==> config.mk <==
export PLATFORM = sky130hd
export DESIGN_NAME = gcn_argmax_reader
export DESIGN_NICKNAME = d
export VERILOG_FILES = /design/src/rtl/gcn_argmax_reader_pkg.sv /design/src/rtl/gcn_argmax_reader_cmp.sv /design/src/rtl/gcn_argmax_reader.sv
export SDC_FILE = /design/constraint.sdc
export NUM_CORES = 1
export LEC_CHECK = 0
export ABC_CLOCK_PERIOD_IN_PS = 1800
export CAP_MARGIN = 10
export CELL_PAD_IN_SITES_DETAIL_PLACEMENT = 1
export CELL_PAD_IN_SITES_GLOBAL_PLACEMENT = 2
export CORE_MARGIN = 2
export CORE_UTILIZATION = 26
export DETAILED_ROUTE_END_ITERATION = 8
export PLACE_DENSITY = 0.75
export SLEW_MARGIN = 20
export SYNTH_ARGS = -nofsm -noshare
export SYNTH_HDL_FRONTEND = slang
export SYNTH_HIERARCHICAL = 1
export SYNTH_SLANG_ARGS = --single-unit
==> constraint.sdc <==
create_clock -name clk -period 1.8 [get_ports clk]
set_clock_uncertainty 0.1 [all_clocks]
set_input_delay 0.36 -clock clk [delete_from_list [all_inputs] [get_ports clk]]
set_output_delay 0.36 -clock clk [all_outputs]
set_load 0.02 [all_outputs]
==> src/rtl/gcn_argmax_reader_pkg.sv <==
// gcn_argmax_reader_pkg: shared sizes, row element type and reader FSM states.
package gcn_argmax_reader_pkg;
  localparam int FEATURE_ROWS = 6;
  localparam int WEIGHT_COLS = 3;
  localparam int DOT_PROD_WIDTH = 16;
  localparam int MAX_ADDRESS_WIDTH = 2;
  localparam int COO_BW = $clog2(FEATURE_ROWS);
  typedef logic [DOT_PROD_WIDTH-1:0] elem_t;
  typedef enum logic [1:0] {IDLE, ISSUE, DRAIN, DONE} argmax_state_e;
endpackage

==> src/rtl/gcn_argmax_reader_cmp.sv <==
// gcn_argmax_reader_cmp: combinational unsigned argmax over one row; ties keep the lowest column.
module gcn_argmax_reader_cmp
  import gcn_argmax_reader_pkg::*;
(
  input  logic [WEIGHT_COLS*DOT_PROD_WIDTH-1:0] i_row,
  output logic [MAX_ADDRESS_WIDTH-1:0]          o_idx,
  output elem_t                                 o_max
);
  always_comb begin
    o_idx = '0;
    o_max = i_row[DOT_PROD_WIDTH-1:0];
    for (int c = 1; c < WEIGHT_COLS; c++)
      if (i_row[c*DOT_PROD_WIDTH +: DOT_PROD_WIDTH] > o_max) begin
        o_max = i_row[c*DOT_PROD_WIDTH +: DOT_PROD_WIDTH];
        o_idx = MAX_ADDRESS_WIDTH'(c);
      end
  end
endmodule

==> src/rtl/gcn_argmax_reader.sv <==
// gcn_argmax_reader: walks the FM*WM*ADJ rows after done_comb rises and stores one argmax class per node.
module gcn_argmax_reader
  import gcn_argmax_reader_pkg::*;
#(
  parameter int READ_LATENCY = 1
) (
  input  logic                                  clk,
  input  logic                                  reset,
  input  logic                                  done_comb,
  input  logic [WEIGHT_COLS*DOT_PROD_WIDTH-1:0] fm_wm_adj_row_in,
  output logic [COO_BW-1:0]                     read_argmax,
  output logic                                  row_valid,
  output logic [COO_BW-1:0]                     row_idx,
  output logic [FEATURE_ROWS*MAX_ADDRESS_WIDTH-1:0] max_addi_answer,
  output logic                                  done
);
  localparam logic [COO_BW-1:0] LAST_ROW = COO_BW'(FEATURE_ROWS-1);
  argmax_state_e r_state;
  logic r_dc;
  logic [COO_BW-1:0] r_row;
  logic w_start, w_issue, w_cap;
  logic [COO_BW-1:0] w_cap_idx;
  logic [MAX_ADDRESS_WIDTH-1:0] w_idx;
  elem_t w_max_unused;
  assign w_start = done_comb & ~r_dc & (r_state == IDLE || r_state == DONE);
  assign w_issue = r_state == ISSUE;
  assign read_argmax = r_row;
  gcn_argmax_reader_cmp u_cmp (
    .i_row (fm_wm_adj_row_in),
    .o_idx (w_idx),
    .o_max (w_max_unused)
  );
  // Each issued address travels with its valid bit until its data returns.
  if (READ_LATENCY == 0) begin : g_comb
    assign w_cap = w_issue;
    assign w_cap_idx = r_row;
  end else begin : g_pipe
    logic [READ_LATENCY-1:0] r_vp;
    logic [COO_BW-1:0] r_ap [READ_LATENCY];
    always_ff @(posedge clk or negedge reset)
      if (!reset) begin
        r_vp <= '0;
        for (int i = 0; i < READ_LATENCY; i++) r_ap[i] <= '0;
      end else begin
        r_vp[0] <= w_issue;
        r_ap[0] <= r_row;
        for (int i = 1; i < READ_LATENCY; i++) begin
          r_vp[i] <= r_vp[i-1];
          r_ap[i] <= r_ap[i-1];
        end
      end
    assign w_cap = r_vp[READ_LATENCY-1];
    assign w_cap_idx = r_ap[READ_LATENCY-1];
  end
  always_ff @(posedge clk or negedge reset)
    if (!reset) begin
      r_state <= IDLE;
      r_dc <= 1'b0;
      r_row <= '0;
      row_valid <= 1'b0;
      row_idx <= '0;
      max_addi_answer <= '0;
      done <= 1'b0;
    end else begin
      r_dc <= done_comb;
      row_valid <= w_cap;
      if (w_cap) begin
        row_idx <= w_cap_idx;
        max_addi_answer[w_cap_idx*MAX_ADDRESS_WIDTH +: MAX_ADDRESS_WIDTH] <= w_idx;
      end
      if (w_issue) begin
        r_row <= r_row == LAST_ROW ? r_row : r_row + 1'b1;
        if (r_row == LAST_ROW) r_state <= READ_LATENCY == 0 ? DONE : DRAIN;
      end
      if (w_cap && w_cap_idx == LAST_ROW) begin
        r_state <= DONE;
        done <= 1'b1;
      end
      if (w_start) begin
        r_state <= ISSUE;
        r_row <= '0;
        done <= 1'b0;
        max_addi_answer <= '0;
      end
    end
endmodule
Word level (Yosys, flattened, before mapping)
Index checks and enable logic that the tools add are counted.
{"block": "word_totals", "ff_bits": 27, "input_bits": 51, "out_inout_bits": 20, "elab_cells": 48}
{"block": "op_classes", "add_sub_neg": 2, "order_cmp": 2, "n_eq_ne": 5, "n_shift": 2, "n_mux": 15, "bitwise_logic": 3, "n_reduce_logical": 10}
{"cell": "negator 4 -> 34 bit", "count": 1}
{"cell": "variable shift 2 x 34 -> 12 bit, first input constant", "count": 1}
{"cell": "indexed part select 2 x 34 -> 12 bit", "count": 1}
{"cell": "greater-than comparator 16 bit", "count": 2}
{"cell": "2-to-1 mux 12 bit", "count": 2}
{"cell": "2-to-1 mux 16 bit", "count": 1}
{"cell": "bitwise mux 12 bit", "count": 1}
{"cell": "2-to-1 mux 2 bit", "count": 5}
{"cell": "2-to-1 mux 3 bit", "count": 3}
{"cell": "equality test 3 bit, second input constant", "count": 2}
{"cell": "nonzero test 2 bit", "count": 3}
{"cell": "nonzero test 3 bit", "count": 2}
{"cell": "AND reduction 2 bit", "count": 2}
{"cell": "adder 3 x 1 -> 3 bit, second input constant", "count": 1}
{"cell": "2-to-1 mux 1 bit", "count": 3}
{"cell": "bitwise AND 1 bit", "count": 2}
{"cell": "equality test 2 x 1 -> 1 bit, second input constant", "count": 1}
{"cell": "equality test 2 bit, second input constant", "count": 1}
{"cell": "zero test 2 bit", "count": 1}
{"cell": "inequality test 2 bit, second input constant", "count": 1}
{"cell": "logical AND 1 bit", "count": 1}
{"cell": "logical OR 1 bit", "count": 1}
{"cell": "inverter 1 bit", "count": 1}

Depth between registers and ports, before layout
Gate-level depths: netlist of the first run.
{"block": "depth", "ltp_word": 8, "ltp_mapped": 20, "ltp_nobuf": 17}

By module
Netlist of the first run, hierarchy kept.
{"mod": "gcn_argmax_reader_cmp", "n_inst": 1, "cells_per_inst": 226, "area_each_um2": 1559.0, "seq_area_each_um2": 0.0}
{"mod": "gcn_argmax_reader", "n_inst": 1, "cells_per_inst": 115, "area_each_um2": 1272.5, "seq_area_each_um2": 675.6}

Worst setup path before layout of the first run
No wires, ideal clock.
{"block": "synth_path", "path_type": "input -> register", "start": "in fm_wm_adj_row_in[15]", "end": "reg max_addi_answer[10]", "arrival_time_ns": 3.935, "required_ns": 1.621, "path_slack_ns": -2.315, "cell_stages": 20, "path_buffers": 3, "path_cell_list": "inv_1 > ha_1 > nand4_4 > nor4_4 > o21ai_2 > and4b_1 > buf_6 > buf_6 > o211ai_2 > inv_1 > ha_1 > nand2_1 > nor2_1 > a211oi_1 > o21ai_0 > o31ai_2 > buf_6 > and2_1 > nand4_1 > mux2i_1"}
{"block": "synth_between", "elab_chain_len": 8, "elab_cells_between_ends": 9, "classes_between": "order compare (2); shift (1); mux (6)"}
{"element": "from (decl)", "line": "gcn_argmax_reader.sv:10", "text": "input logic [WEIGHT_COLS*DOT_PROD_WIDTH-1:0] fm_wm_adj_row_in,"}
{"element": "greater-than comparator 16 bit", "line": "gcn_argmax_reader_cmp.sv:13", "text": "if (i_row[c*DOT_PROD_WIDTH +: DOT_PROD_WIDTH] > o_max) begin"}
{"element": "2-to-1 mux 16 bit", "line": "gcn_argmax_reader_cmp.sv:13"}
{"element": "greater-than comparator 16 bit", "line": "gcn_argmax_reader_cmp.sv:13"}
{"element": "2-to-1 mux 2 bit (*)", "line": "gcn_argmax_reader_cmp.sv:13"}
{"element": "named net w_idx[0]", "line": "gcn_argmax_reader.sv:23", "text": "logic [MAX_ADDRESS_WIDTH-1:0] w_idx;"}
{"element": "indexed part select 2 x 34 -> 12 bit (*)", "line": "gcn_argmax_reader.sv:69", "text": "max_addi_answer[w_cap_idx*MAX_ADDRESS_WIDTH +: MAX_ADDRESS_WIDTH] <= w_idx;"}
{"element": "bitwise mux 12 bit (*)", "line": "gcn_argmax_reader.sv:69"}
{"element": "2-to-1 mux 12 bit (*)", "line": "gcn_argmax_reader.sv:67", "text": "if (w_cap) begin"}
{"element": "2-to-1 mux 12 bit (*)", "line": "gcn_argmax_reader.sv:79", "text": "if (w_start) begin"}
{"element": "to (signal, indexed assignment)", "line": "gcn_argmax_reader.sv:69"}
{"element": "to (decl)", "line": "gcn_argmax_reader.sv:14", "text": "output logic [FEATURE_ROWS*MAX_ADDRESS_WIDTH-1:0] max_addi_answer,"}
Mark *: on every way through the listed nets, which the timed path passes. The rest lies on a longest branch. The select of a mux whose other input is x is not followed.
A chain may end at the register's enable or synchronous reset.

Worst setup path after layout of the first run
{"block": "layout_path", "start": "in fm_wm_adj_row_in[20]", "end": "reg max_addi_answer[6]"}
Same word-level chain as after synthesis.

==> impl_metrics.csv, run 1 <==
group,metric,value,unit
outcome,outcome,"finished with violations",
outcome,violations,"negative setup slack",
timing,timing.fmax,284,MHz
floorplan,die_area,11000,um2
setup_path,worstReg2RegStart,"g_pipe.r_ap[1]",
routing,drc,0,
routing,top_layer,"met4",
cts,clockBufferDepth,2,
synth,syn_avg_cell_area,8.16,um2
timing,final.period_utilization,1.96,
cts,clock-root-buffer,"clkbuf_8",
cts,cts.clk_slew.worst_paths,90,ps
routing,vias_per_cell,4.77,
pwr,p_seq_frac,0.261,
pwr,leakage,2.00,nW
setup_path,worstPathRequired,1890,ps
synth,synthesis.nets,417,
setup_path,cp-end-kind,"flop",
floorplan,dieWidth,105,um
timing,maxSlewHeadroom,0.683,
timing,fin_crit,3530,ps
pwr,clkPwrFrac,0.095,
timing,rsz0062_at_grt,"true",
timing,slew_violations,0,
final_layout,antenna_cells,0,
global_route,grt_pass1_wl,15.8,mm
routing,dr.pass1.iters,4,
synth,syn_area,2650,um2
global_route,antenna_found_initial,0,
setup_path,cp-start-kind,"input port",
setup_path,slowest_delay,580,ps
timing,finalSetupViolations,12,
pwr,power.total,0.00374,W
worst_hold_path,worstHoldPathType,"input port to asynchronous set/reset pin",
setup_path,critPathMostFrequentCell,"nand4_1",
routing,wl_met2,4.43,mm
setup_path,cp.arrival,3620,ps
synth,synthCells,325,
timing,hold_viol_final,0,
pwr,switching_share,0.430,
floorplan,fp.coreArea,9820,um2
setup_path,path_delay_family,"simple AND/OR/NAND/NOR gates",
final_layout,final_layout_size_suffix_gt1_frac,0.336,
cts,cts_hold_buf,0,
final_layout,layoutNonFillerInstCount,589,
setup_path,rr_worst_depth,7,
pwr,power.switching,0.00161,W
setup_path,path_buf_inv,3,
cts,cts_made_buffers,3,
job,drv_cap,0,
timing,tightestPinTransition,472,ps
final_layout,area_growth,62.5,%
placement,dpl.cell_count,575,
pwr,power_density,868,nW/um2
final_layout,multi_input_area,1990,um2
setup_path,cp_slowest_cell,"or4_4",
global_route,grt_pass1_vias,3076,
routing,drt-total-wl,9.13,mm
routing,wl_per_cell,15.5,um
routing,met3WireLength,239,um
placement,place.detailed.hpwl,7.40,mm
timing,setup_ws,-1730,ps
synth,yosys_warnings,6,
final_layout,fillers,1204,
cts,clkLatencyLatePin,270,ps
cts,clock_sinks,27,
global_route,track_usage,0.175,
routing,ant_nets,0,
pwr,irDropWorstVdd,401,uV
global_route,overflow,0,
cts,htree_num_levels,1,
placement,post-place-ws,-2680,ps
cts,cts_tree,"yes",
floorplan,io_pins,71,
setup_path,worstPathMaxFanout,5,
setup_path,reg2reg_slack,-80,ps
setup_path,r2r-end,"max_addi_answer[8]",
pwr,internal-power,0.00213,W
floorplan,die_h,105,um
final_layout,nNetsFinal,549,
final_layout,final_common_cell,"buf_4",
final_layout,final_core_util,0.439,
placement,gp_congestion,0.822,
floorplan,rows,36,
setup_path,path_cells,"clkdlybuf4s15_1 > ha_4 > nand4_1 > nor4_4 > o21ai_2 > and4b_2 > buf_6 > o211ai_1 > inv_1 > ha_4 > nand4_1 > or4_4 > o31ai_4 > and2_4 > nand4_1 > mux2i_1",
setup_path,critPathKind,"input port to flop",
routing,drt-initial-drc-count,124,
global_route,grt_max_degree,28,
setup_path,startpoint,"fm_wm_adj_row_in[20]",
final_layout,seqCellArea,676,um2
floorplan,start_util,0.270,
routing,wl_met1,4.35,mm
routing,vias,2812,
placement,port_buffers,70,
final_layout,layout_common_cells,"buf_4 (66), nand2_1 (51), clkdlybuf4s50_1 (35)",
pwr,combinationalPowerShare,0.644,
[metal layers]
metal  up-vias  global-route usage
met5         -                   0
met4         0              0.0381
met3        10              0.0162
met2        52               0.296
met1      1335               0.243
li1       1415                   -
[flip-flops by register name, summed over array words and instances (netlist names)]
register and count:
done 1, g_pipe.r_ap 3, g_pipe.r_vp 1, max_addi_answer 12, r_dc 1, r_state 2
read_argmax 3, row_idx 3, row_valid 1
[per-stage QoR]
step                      area, um2  TNS (ps)  hold slack, ps
after floorplan                2750    -19710           -35.6
after global placement         3990    -29830             370
after detailed placement       3990    -31280             376
after CTS                      4270    -19800             365
after global routing           4310    -22530             390
final                          4310    -19920             360
[final cells by class]
cell class,count,area share
multi-input combinational,244,0.462
sequential,27,0.157
inverter,40,0.0430
clock buffer,3,0.00958
tap,133,0.0386
clock inverter,1,0.00174
timing repair buffer,141,0.288
[power by group through the flow]
stage	clock [W]	combinational, W	sequential (W)
after floorplan	0	0.00116	0.00115
after global placement	0	0.00225	0.000986
after detailed placement	0	0.00232	0.000999
after CTS	0.000375	0.00239	0.000984
after global routing	0.000391	0.00268	0.00102
final	0.000356	0.00241	0.000975
[how the worst max path moves through the flow]
stage | cells after the start | to
after floorplan | 18 | max_addi_answer[10]
after global placement | 19 | max_addi_answer[10]
after detailed placement | 18 | max_addi_answer[6]
after CTS | 18 | max_addi_answer[6]
after global routing | 17 | max_addi_answer[10]
final | 16 | max_addi_answer[6]
[timing repair]
action / in CTS / in global routing
resized for setup: 133 / 11
setup endpoints to repair: 15 / 12
buffers inserted: 8 / 2
pin swaps: 35 / 6
No activity file was read; power rests on OpenSTA's default activity.
==> run 2: changes to the inputs <==
--- a/config.mk
+++ b/config.mk
@@ -6,11 +6,11 @@
 export NUM_CORES = 1
 export LEC_CHECK = 0
 export ABC_CLOCK_PERIOD_IN_PS = 1800
-export CAP_MARGIN = 10
 export CELL_PAD_IN_SITES_DETAIL_PLACEMENT = 1
 export CELL_PAD_IN_SITES_GLOBAL_PLACEMENT = 2
 export CORE_MARGIN = 2
 export CORE_UTILIZATION = 26
+export CTS_CLUSTER_DIAMETER = 40
 export DETAILED_ROUTE_END_ITERATION = 8
 export PLACE_DENSITY = 0.75
 export SLEW_MARGIN = 20
==> results of run 2 <==
The final DEF is identical to that of run 1; final timing and power are the same.
==> run 3: changes to the inputs <==
--- a/config.mk
+++ b/config.mk
@@ -12,6 +12,7 @@
 export CORE_UTILIZATION = 26
 export CTS_CLUSTER_DIAMETER = 40
 export DETAILED_ROUTE_END_ITERATION = 8
+export GPL_ROUTABILITY_DRIVEN = 0
 export PLACE_DENSITY = 0.75
 export SLEW_MARGIN = 20
 export SYNTH_ARGS = -nofsm -noshare
==> results of run 3 <==
The final DEF is identical to that of run 1; final timing and power are the same.
